$ cat config.mk
export PLATFORM = sky130hd
export DESIGN_NAME = bubble_sort_engine
export DESIGN_NICKNAME = d
export VERILOG_FILES = /design/src/rtl/bubble_sort_engine.sv
export SDC_FILE = /design/constraint.sdc
export NUM_CORES = 1
export LEC_CHECK = 0
export CAP_MARGIN = 20
export CORE_ASPECT_RATIO = 0.5
export CORE_MARGIN = 3
export CORE_UTILIZATION = 40
export DETAILED_ROUTE_END_ITERATION = 6
export GPL_ROUTABILITY_DRIVEN = 1
export PLACE_DENSITY = 0.55
export SLEW_MARGIN = 20
export SYNTH_ARGS = -nofsm -noshare
export SYNTH_HDL_FRONTEND = slang
export SYNTH_SLANG_ARGS = --single-unit
$ cat constraint.sdc
create_clock -name clock -period 10.6 [get_ports clock]
set_input_delay 2.12 -clock clock [delete_from_list [all_inputs] [get_ports clock]]
set_output_delay 2.12 -clock clock [all_outputs]
set_load 0.02 [all_outputs]
$ cat src/rtl/bubble_sort_engine.sv
// In-place bubble-sort coprocessor: register-file array, load/read ports, start/done handshake.
// Define SORT_SIGNED_EN to compare elements as two's-complement signed values (default: unsigned).
module bubble_sort_engine #(
    parameter int DATA_W = 32,
    parameter int DEPTH  = 16,
    parameter int IDX_W  = 4
) (
    input  logic              clock,
    input  logic              reset,
    input  logic              wr_en,
    input  logic [IDX_W-1:0]  wr_addr,
    input  logic [DATA_W-1:0] wr_data,
    input  logic [IDX_W:0]    size,
    input  logic              descending,
    input  logic              start,
    output logic              busy,
    output logic              done,
    input  logic [IDX_W-1:0]  rd_addr,
    output logic [DATA_W-1:0] rd_data,
    output logic [15:0]       swap_count
);

    typedef enum logic [1:0] {
        S_IDLE,
        S_COMPARE,
        S_PASS_END,
        S_DONE
    } state_t;

    localparam logic [IDX_W:0] ONE     = (IDX_W+1)'(1);
    localparam logic [IDX_W:0] DEPTH_V = (IDX_W+1)'(DEPTH);

    state_t state, state_n;

    logic [DATA_W-1:0] mem [DEPTH];
    logic [IDX_W-1:0]  j;
    logic [IDX_W-1:0]  j_next;
    logic [IDX_W:0]    limit;
    logic [IDX_W:0]    n_clamp;
    logic              swapped;
    logic              desc;
    logic [DATA_W-1:0] elem_a, elem_b;
    logic              a_gt_b, b_gt_a;
    logic              do_swap;
    logic              last_pair;

    assign j_next  = j + IDX_W'(1);
    assign elem_a  = mem[j];
    assign elem_b  = mem[j_next];
    assign n_clamp = (size > DEPTH_V) ? DEPTH_V : size;

`ifdef SORT_SIGNED_EN
    assign a_gt_b = $signed(elem_a) > $signed(elem_b);
    assign b_gt_a = $signed(elem_b) > $signed(elem_a);
`else
    assign a_gt_b = elem_a > elem_b;
    assign b_gt_a = elem_b > elem_a;
`endif

    // Strict comparison in both directions keeps equal elements in place (stable).
    assign do_swap   = (state == S_COMPARE) && (desc ? b_gt_a : a_gt_b);
    assign last_pair = ({1'b0, j} == (limit - ONE));

    always_ff @(posedge clock) begin
        if (reset) state <= S_IDLE;
        else       state <= state_n;
    end

    always_comb begin
        state_n = state;
        busy    = 1'b0;
        done    = 1'b0;
        case (state)
            S_IDLE: begin
                if (start) state_n = (n_clamp <= ONE) ? S_DONE : S_COMPARE;
            end
            S_COMPARE: begin
                busy = 1'b1;
                if (last_pair) state_n = S_PASS_END;
            end
            S_PASS_END: begin
                busy = 1'b1;
                if (!swapped || limit == ONE) state_n = S_DONE;
                else                          state_n = S_COMPARE;
            end
            S_DONE: begin
                done    = 1'b1;
                state_n = S_IDLE;
            end
        endcase
    end

    always_ff @(posedge clock) begin
        if (reset) begin
            j          <= '0;
            limit      <= '0;
            swapped    <= 1'b0;
            desc       <= 1'b0;
            swap_count <= '0;
            rd_data    <= '0;
        end else begin
            rd_data <= mem[rd_addr];
            case (state)
                S_IDLE: begin
                    if (start) begin
                        desc       <= descending;
                        swap_count <= '0;
                        j          <= '0;
                        limit      <= (n_clamp == '0) ? '0 : n_clamp - ONE;
                        swapped    <= 1'b0;
                    end
                end
                S_COMPARE: begin
                    if (do_swap) begin
                        swapped <= 1'b1;
                        if (swap_count != '1) swap_count <= swap_count + 16'd1;
                    end
                    if (!last_pair) j <= j_next;
                end
                S_PASS_END: begin
                    if (swapped && limit != ONE) begin
                        limit   <= limit - ONE;
                        j       <= '0;
                        swapped <= 1'b0;
                    end
                end
                default: ;
            endcase
        end
    end

    // Array has no reset so an aborted sort leaves its partial contents behind.
    always_ff @(posedge clock) begin
        if (!reset) begin
            if (state == S_IDLE && wr_en) begin
                mem[wr_addr] <= wr_data;
            end else if (do_swap) begin
                mem[j]      <= elem_b;
                mem[j_next] <= elem_a;
            end
        end
    end

endmodule

# --- Word-level counts from Yosys, hierarchy flattened ---
# Memory sizes are Yosys's and may differ from the RTL's. A register that Yosys moved wholly into a read port is not among the register bits.
# Index checks and enable logic that the tools add are counted.
totals:
  regBits: 29
  ram_bits: 512
  in_bits: 50
  output_inout_bits: 50
  elab_cells: 83
  n_memories: 1
op_classes:
  n_addsub: 4
  order_cmp: 4
  eq_ne: 13
  mux: 37
  reduce_logical: 18
mem_list:
  columns: ["memory", "depth", "width", "read_ports", "rd_ports_with_merged_regs", "write_ports", "line", "text"]
  rows:
  - ["mem", 16, 32, 3, 2, 2, "35", "logic [DATA_W-1:0] mem [DEPTH];"]
op_table:
  columns: ["op", "count"]
  rows:
  - ["$gt A32 B32 Y1", 2]
  - ["$mux W16", 3]
  - ["$mux W32", 1]
  - ["$pmux W16 S2", 1]
  - ["$reduce_or A32 Y1", 1]
  - ["$mux W4", 6]
  - ["$mux W5", 4]
  - ["$add A16 B1 Y16 const B", 1]
  - ["$ne A16 B16 Y1 const B", 1]
  - ["$mux W1", 14]
  - ["$pmux W4 S3", 1]
  - ["$reduce_and A4 Y1", 3]
  - ["$ne A2 B2 Y1 const B", 5]
  - ["$pmux W5 S2", 1]
  - ["$sub A5 B1 Y5 const B", 2]
  - ["$mux W2", 4]
  - ["$pmux W2 S4", 1]
  - ["$eq A4 B5 Y1", 1]
  - ["$eq A5 B1 Y1 const B", 1]
  - ["$gt A5 B5 Y1 const B", 1]
  - ["$le A5 B1 Y1 const B", 1]
  - ["$logic_not A5 Y1", 1]
  - ["$ne A5 B1 Y1 const B", 1]
  - ["$add A4 B1 Y4 const B", 1]
  - ["13 further kinds", 18]

# --- Longest topological paths before layout ---
# Gate-level depths: netlist of the first run.
# An unclocked memory read counts as a cell.
logic_depth:
  word_depth: 11
  mapped_depth: 22
  ltp_nobuf: 14

# --- Worst setup path after synthesis of the first run ---
# No wires, ideal clock.
synth_timing:
  path_type: "register to register"
  startpoint: "reg j[0]"
  endpoint: "mem mem[8][0] (enable)"
  setup_time_ns: 0.466
  t_arrival_ns: 7.509
  required_time_ns: 10.134
  setup_slack_ns: 2.625
  stages_incl_launch_ff: 19
  path_buffers: 6
  synth_period_minus_slack_ns: 7.975
  cell_sequence: "dfxtp_1 -> buf_2 -> clkbuf_1 -> buf_1 -> inv_1 -> ha_1 -> clkbuf_1 -> clkbuf_1 -> mux4_2 -> mux4_2 -> ha_1 -> nand4_2 -> nor4_4 -> o31ai_2 -> and4_4 -> nor3_2 -> buf_2 -> a32oi_1 -> o21ai_0"
synth_lines:
  columns: ["element", "line", "text"]
  rows:
  - ["start: declaration", "36", "logic [IDX_W-1:0] j;"]
  - ["start signal: assignment", "118", "if (!last_pair) j <= j_next;"]
  - ["end: declaration", "35", null]

==> impl_results.md, run 1 <==
- Post-synthesis compound-gate area fraction: around 2.6%
- Post-synthesis adder-cell area fraction: about 1.5%
- Slew margin rel.: about a quarter
- Vias per Instance: around 6.6
- Comb pwr share: between 30% and 40%
- Final GP Congestion: around 0.82
- Clock Power Share: between 20 and 30%
- Grt ovf: 0
- Switch Pwr: 2.432 mW
- Int Pwr: between 4 and 5 mW
- Leakage power: roughly 12 nW
- Residual DRC: 0
- Yosys Warn Count: 0
- Slowest cell delay on critical path: 1.00 ns
- Vias in the first global route: around 24000
- Hold_buf cts: 0
- WHS: ~0.50 ns
- CTS Buf Count: 59
- Setup CP Type: flop to flop
- Final wirelength: between 100 and 150 mm
- Die H: ~220 µm
- Async set-reset flop share out of synthesis: 0%
- Most used cell, CP: buf_4
- VDD IR max: between 0.0001 and 0.00015 V
- Number of iterations in the first detailed-routing pass: 6
- Type of the worst min-delay path: flop to flop
- Post-synth EDFFs: roughly 510
- Seq cells post-synth: about 580
- Number of distinct library cells after synthesis: 71
- Worst Path Arrival: roughly 8.4 ns
- CTS tree: built
- Crit path launch type: flop
- Clock Pin Slew Worst Setup and Hold Paths: around 0.060 ns
- First-pass GRT wire length: roughly 180 mm
- Dpl hpwl: ~74 mm
- Fmax: around 120 MHz
- Initial detailed-routing violation count: approximately 3100
- Row Count: just under 80
- CP Capture Type: flop
- Antenna violations before repair: 2
- Htree depth: 2
- Ports: 100
- Status: completed
- Post-layout min period: 8.081 ns
- Max_cap viols: 0
- Syn nets: between 2000 and 2500
- Clock Latency Late Sink: approximately 0.67 ns
- Worst path cell trace: buf_4, buf_4, mux4_2, mux2i_1, nand2_1, o21ai_1, buf_4, ha_1, nand4_1, nor4_4, nand3b_2, and4_4, nor3_4, a32oi_1, o21bai_4, buf_4
- Core ar.: 91450 µm²
- Largest family of logic cells by synthesized area: multiplexers
- Post-synthesis area per instance: ~16 µm²
- CP required: ~11 ns
- Largest net degree at the start of global routing: 64
- Critical path's slowest cell: o21bai_4
- Setup violations, final: 0
- CP Max Fanout: 38
- Area Overhead vs Synth: 11.77%
- Mapped cell area: about 37000 µm²
- Initial Util: 40.71%
- IO buf count: 99
- Final nets: around 2500
- Synthesized netlist cell count: around 2300
- CTS sink count: just under 600
- Remaining antenna violation count after routing: 0
- Sequential power share: 37.7%
- Post-CTS setup buffer count: 0
- Wire per inst: ~35 µm
- Total Neg Setup Slack: 0 ns
- CTS resizes: 0
- Worst Tran Pin Value: 1.146 ns
- Final Cycle Share: between 70% and 80%
- Die ar.: approximately 97000 µm²
- Switching Fraction: 33.17%
- Share of layout cells above drive strength 1: 31.42%
- RSZ-0062 raised after global routing: no
- Root Driver: clkbuf_16
- Post-synthesis sequential area ratio: 44.80%
- GRT Util Overall: between 20% and 30%
- Die width: ~440 µm
- Synth Area in Simple Gates: around 3.6%
- CTS max path bufs: 3
- Hold Violations, Final: 0
- Final Max Tran Viols: 0
- Worst clock skew: approximately 0.033 ns
- Mux cell area share after synthesis: 43.62%
- Xor/xnor share of the synthesized area: 0.2588%
- Synth Flop Type: edfxtp_1
- Total number of vias: approximately 24000
- Total power per unit cell area: 176.2 nW/µm²
cell usage after synthesis (all sizes together) (15+ instances only):
master  number  area, µm²
a21oi       32      160.2
buf        139      859.6
clkbuf     107      401.6
dfxtp       65       1301
edfxtp     512      15370
ha          46      575.6
inv         19      71.32
mux2        33      371.6
mux2i      577       5776
mux4       448      10090
nand2       65      244.0
nand3       16      80.08
nand4       15      100.1
nor2        28      107.6
nor2b       35      219.0
nor3        26      292.8
o21ai       53      265.3
cell usage in the layout, fill, tap and decap left out, drive strengths merged, types with 6 or more instances in the layout:
cell type and instances:
nor2 28, edfxtp 512, mux2i 577, clkinv 16
a21o 6, nand2 65, mux2 33, ha 46
clkbuf 92, nor3 26, clkdlybuf4s50 94, dfxtp 65
o21ai 53, o21bai 13, nand3 16, xor2 6
nor2b 35, a21oi 32, mux4 448, nand4 15
inv 20, or3 12, buf 129
cell type report:
cell class / count / area [µm²]
fill: 8043 / 49840
multi-input combinational: 1488 / 19440
sequential: 577 / 16690
timing repair buffer: 223 / 1966
clock buffer: 92 / 1722
tap: 1240 / 1551
clock inverter: 20 / 158.9
inverter: 19 / 71.32
antenna: 1 / 2.502
power groups by stage:
stage                     Combinational [mW]  Clock [mW]  Sequential (mW)
after floorplan                         1.69           0             2.77
after global placement                  2.41           0             2.81
after detailed placement                2.42           0             2.81
after CTS                               2.43        2.15             2.76
after global routing                    2.61        2.23             2.77
final                                   2.44        2.12             2.76
worst max-delay path: cells and delay by family (launching register included):
kind                     cells  cell delay, ns
flip-flops                   1            0.97
multiplexers                 2            0.76
adder cells (fa/ha/maj)      1            0.25
AO/OA/AOI/OAI                3            1.78
AND/OR/NAND/NOR              6            2.23
buffers and inverters        4            1.65
worst paths after layout:
check	slack (ns)	from	depth (start not counted)	to
worst min register to register	0.50	state[1]$_SDFFE_PP0P_	2	state[1]$_SDFFE_PP0P_
worst max register to register	2.52	flop	16	mem[14][28]$_DFFE_PP_
worst min-delay path	0.50	state[1]$_SDFFE_PP0P_	2	state[1]$_SDFFE_PP0P_
worst max-delay path	2.52	flop	16	mem[14][28]$_DFFE_PP_
through the flow:
step	power (mW)	cells	instance area, µm²	util [%]	setup slack [ns]
floorplan	4.457	2330	37220	-	2.625
global placement	5.221	3547	39710	43.43	2.602
detailed placement	5.236	3547	39720	43.43	2.639
CTS	7.346	3659	41600	45.49	2.605
global route	7.622	3659	41600	45.49	2.170
finish	7.332	3660	41600	45.50	2.519
per-layer routing:
| layer | vias up | GRT usage (%) | routed length [µm] |
|---|---|---|---|
| li1 | 9780 | - | - |
| met1 | 13026 | 38.29 | 55570 |
| met2 | 1260 | 39.17 | 57090 |
| met3 | 192 | 5.232 | 11040 |
| met4 | 2 | 7.407 | 3766 |
| met5 | - | 0 | 13 |
kinds of logic (layout without fill, tap and decap cells):
kind of cell / after synthesis / after routing
flops: 577 / 577
other cells: 0 / 1
compound gates: 151 / 151
fa+ha+maj: 46 / 46
buf+inv: 265 / 354
xor+xnor: 11 / 11
simple gates: 222 / 222
mux: 1058 / 1058
flip-flops by register name, summed over array words and instances, names as in the netlist, named ones only:
signal and flops:
state 2, j 4, mem 512, desc 1, limit 5, swapped 1
swap_count 16, rd_data 32
(Power assumes the default switching activity.)
==> run 2: changes to the inputs <==
Settings changed: PLACE_DENSITY 0.55 to 0.57.
Clock period 10.6 ns to 7.4 ns, I/O delays scaled along.
==> run 2 against run 1 <==
  * Cell area increased by 1.4%
  * Non-clock buffer count increased by 28
  * Power increased by 46%
  * Combinational power increased by 45%
  * Global-route usage decreased by 0.78 points
  * Die area unchanged
  * Sequential share of layout area decreased by 0.57 points
  * Via count decreased by 0.54%
  * Clock power increased by 53%
  * First-iteration DRC count decreased by 6.6%
  * Routed wire length decreased by 2.7%
  * Sequential cell count unchanged
==> impl_results.md, run 2 (synthesis gave the netlist of run 1 again) <==
- Worst clock skew: 0.02558 ns (-0.007421 ns)
- Slew margin rel.: 25.76% (+2.2 points)
- CTS tree: built
- Setup CP Type: flop to flop
- Remaining antenna violation count after routing: 0 (unchanged)
- Setup violations, final: 0 (unchanged)
- Grt ovf: 0 (unchanged)
- Total Neg Setup Slack: 0 ns (unchanged)
- Int Pwr: 7.229 mW (+48%)
- VDD IR max: 0.0001915 V (+53%)
- Switching Fraction: 32.60% (-0.57 points)
- Clock Power Share: 30.3% (+1.3 points)
- Hold Violations, Final: 0 (unchanged)
- Total number of vias: 24128 (-0.54%)
- Initial detailed-routing violation count: 2920 (-6.6%)
- Clock Pin Slew Worst Setup and Hold Paths: 0.06 ns (about the same)
- Number of iterations in the first detailed-routing pass: 6 (unchanged)
- Initial Util: 40.71% (unchanged)
- Final GP Congestion: 0.8529 (+4.3%)
- Wire per inst: 33.63 µm (-3.4%)
- Core ar.: 91450 µm² (unchanged)
- Worst Path Arrival: 7.15 ns (-1.26 ns)
- Htree depth: 2 (unchanged)
- RSZ-0062 raised after global routing: no
- CTS Buf Count: 59 (unchanged)
- First-pass GRT wire length: 177.9 mm (-2.5%)
- Filler cells: 8005 (-0.47%)
- Die ar.: 96980 µm² (unchanged)
- Final Max Tran Viols: 0 (unchanged)
- Sequential power share: 36.7% (-1.0 points)
- GRT Util Overall: 25.25% (-0.78 points)
- CP required: 7.75 ns (-3.18 ns)
- CTS sink count: 577 (unchanged)
- Post-layout min period: 6.800 ns (-1.282 ns)
- Final wirelength: 124.0 mm (-2.7%)
- Vias in the first global route: 24297 (+0.38%)
- CP Capture Type: flop
- IO buf count: 99 (unchanged)
- Area Overhead vs Synth: 13.37%
- Clock Latency Late Sink: 0.66 ns (about the same)
- Final Cycle Share: 91.89% (+16 points)
- Final nets: 2492 (+1.1%)
- CTS max path bufs: 3 (unchanged)
- Comb pwr share: 33.0% (-0.3 points)
- Die width: 437.4 µm (unchanged)
- Design Area, Final: 42200 µm² (+1.4%)
- Tot Pwr: 10.73 mW (+46%)
- Ports: 100 (unchanged)
- Most common cell after layout, fill and taps aside: mux2i_1
- Antenna violations before repair: 1 (-1)
- Leakage power: 12.44 nW (+2.2%)
- CTS resizes: 0 (unchanged)
- Max_cap viols: 0 (unchanged)
- Die H: 221.7 µm (unchanged)
- Largest net degree at the start of global routing: 64 (unchanged)
- CP Max Fanout: 37 (-2.6%)
- Dpl hpwl: 71.64 mm (-3.1%)
- Fmax: 147.1 MHz (+19%)
- WHS: 0.5062 ns (+0.007349 ns)
- Reg with most FFs: mem
- Placed Area: 40140 µm² (+1.1%)
- Share of layout cells above drive strength 1: 32.57% (+1.2 points)
- Crit path launch type: flop
- Type of the worst min-delay path: flop to flop
- Commonest non-fill, non-tap cells in the layout: 577 x mux2i_1, 512 x edfxtp_1, 448 x mux4_2
- Hold_buf cts: 0 (unchanged)
- Largest register FFs: 512 (unchanged)
- Root Driver: clkbuf_16
- Total power per unit cell area: 254.2 nW/µm² (+44%)
- Vias per Instance: 6.542 (-1.3%)
- Biggest regs: mem x512, rd_data x32, swap_count x16
- Switch Pwr: 3.497 mW (+44%)
- Status: completed
- Post-CTS setup buffer count: 0 (unchanged)
- Pre-CTS setup slack: 0.7418 ns (-1.898 ns)
- Residual DRC: 0 (unchanged)
- Row Count: 78 (unchanged)
- Final WS setup: 0.6005 ns (-1.918 ns)
- Worst Tran Pin Value: 1.114 ns (-0.03251 ns)
==> run 2: stage by stage <==
step,instances,utilization (%)
finish,3688,46.15
global route,3687,46.14
detailed placement,3575,43.90
global placement,3575,43.90
floorplan,2330,-
CTS,3687,46.14
==> run 2: layout make-up <==
class | count | area, µm² | share of cell area (%)
antenna | 1 | 2.502 | 0.005930
clock buffer | 71 | 1583 | 3.751
sequential | 577 | 16690 | 39.56
clock inverter | 41 | 465.4 | 1.103
multi-input combinational | 1488 | 19400 | 45.98
inverter | 19 | 71.32 | 0.1690
timing repair buffer | 251 | 2426 | 5.749
tap | 1240 | 1551 | 3.677
==> run 2: layer usage <==
| layer | part of all wire (%) | global-route usage (%) |
|---|---|---|
| met2 | 46 | 39.01 |
| met1 | 43 | 36.64 |
| met4 | 2.2 | 5.864 |
| met5 | 0 | 0 |
| met3 | 8.8 | 5.344 |
==> run 2: power groups by stage <==
stage	sequential [mW]	combinational, mW	clock (mW)
global route	3.95	3.78	3.43
finish	3.93	3.54	3.25
floorplan	3.96	2.42	0
global placement	3.99	3.48	0
detailed placement	4.00	3.51	0
CTS	3.93	3.52	3.30
==> run 2: worst max-delay path: stages (launching register included) <==
cell,delay [ns]
dfxtp_1,0.49
inv_1,0.19
ha_4,0.59
buf_12,0.32
mux4_2,0.36
mux4_2,0.53
ha_1,0.36
nand4_1,0.38
nor4_4,0.62
nand3b_2,0.29
and4_4,0.30
or3_1,0.31
buf_4,0.29
o31ai_1,0.53
a21o_2,0.58
buf_12,0.27
==> run 2: path summary, 6_finish.rpt <==
check | to | depth (start not counted) | from | slack (ns)
worst max-delay path | mem[11][7]$_DFFE_PP_ | 15 | j[1]$_SDFFE_PP0P_ | 0.60
worst min-delay path | swap_count[15]$_SDFFE_PP0P_ | 2 | swap_count[15]$_SDFFE_PP0P_ | 0.51
worst max register to register | mem[11][7]$_DFFE_PP_ | 15 | j[1]$_SDFFE_PP0P_ | 0.60
worst min register to register | swap_count[15]$_SDFFE_PP0P_ | 2 | swap_count[15]$_SDFFE_PP0P_ | 0.51
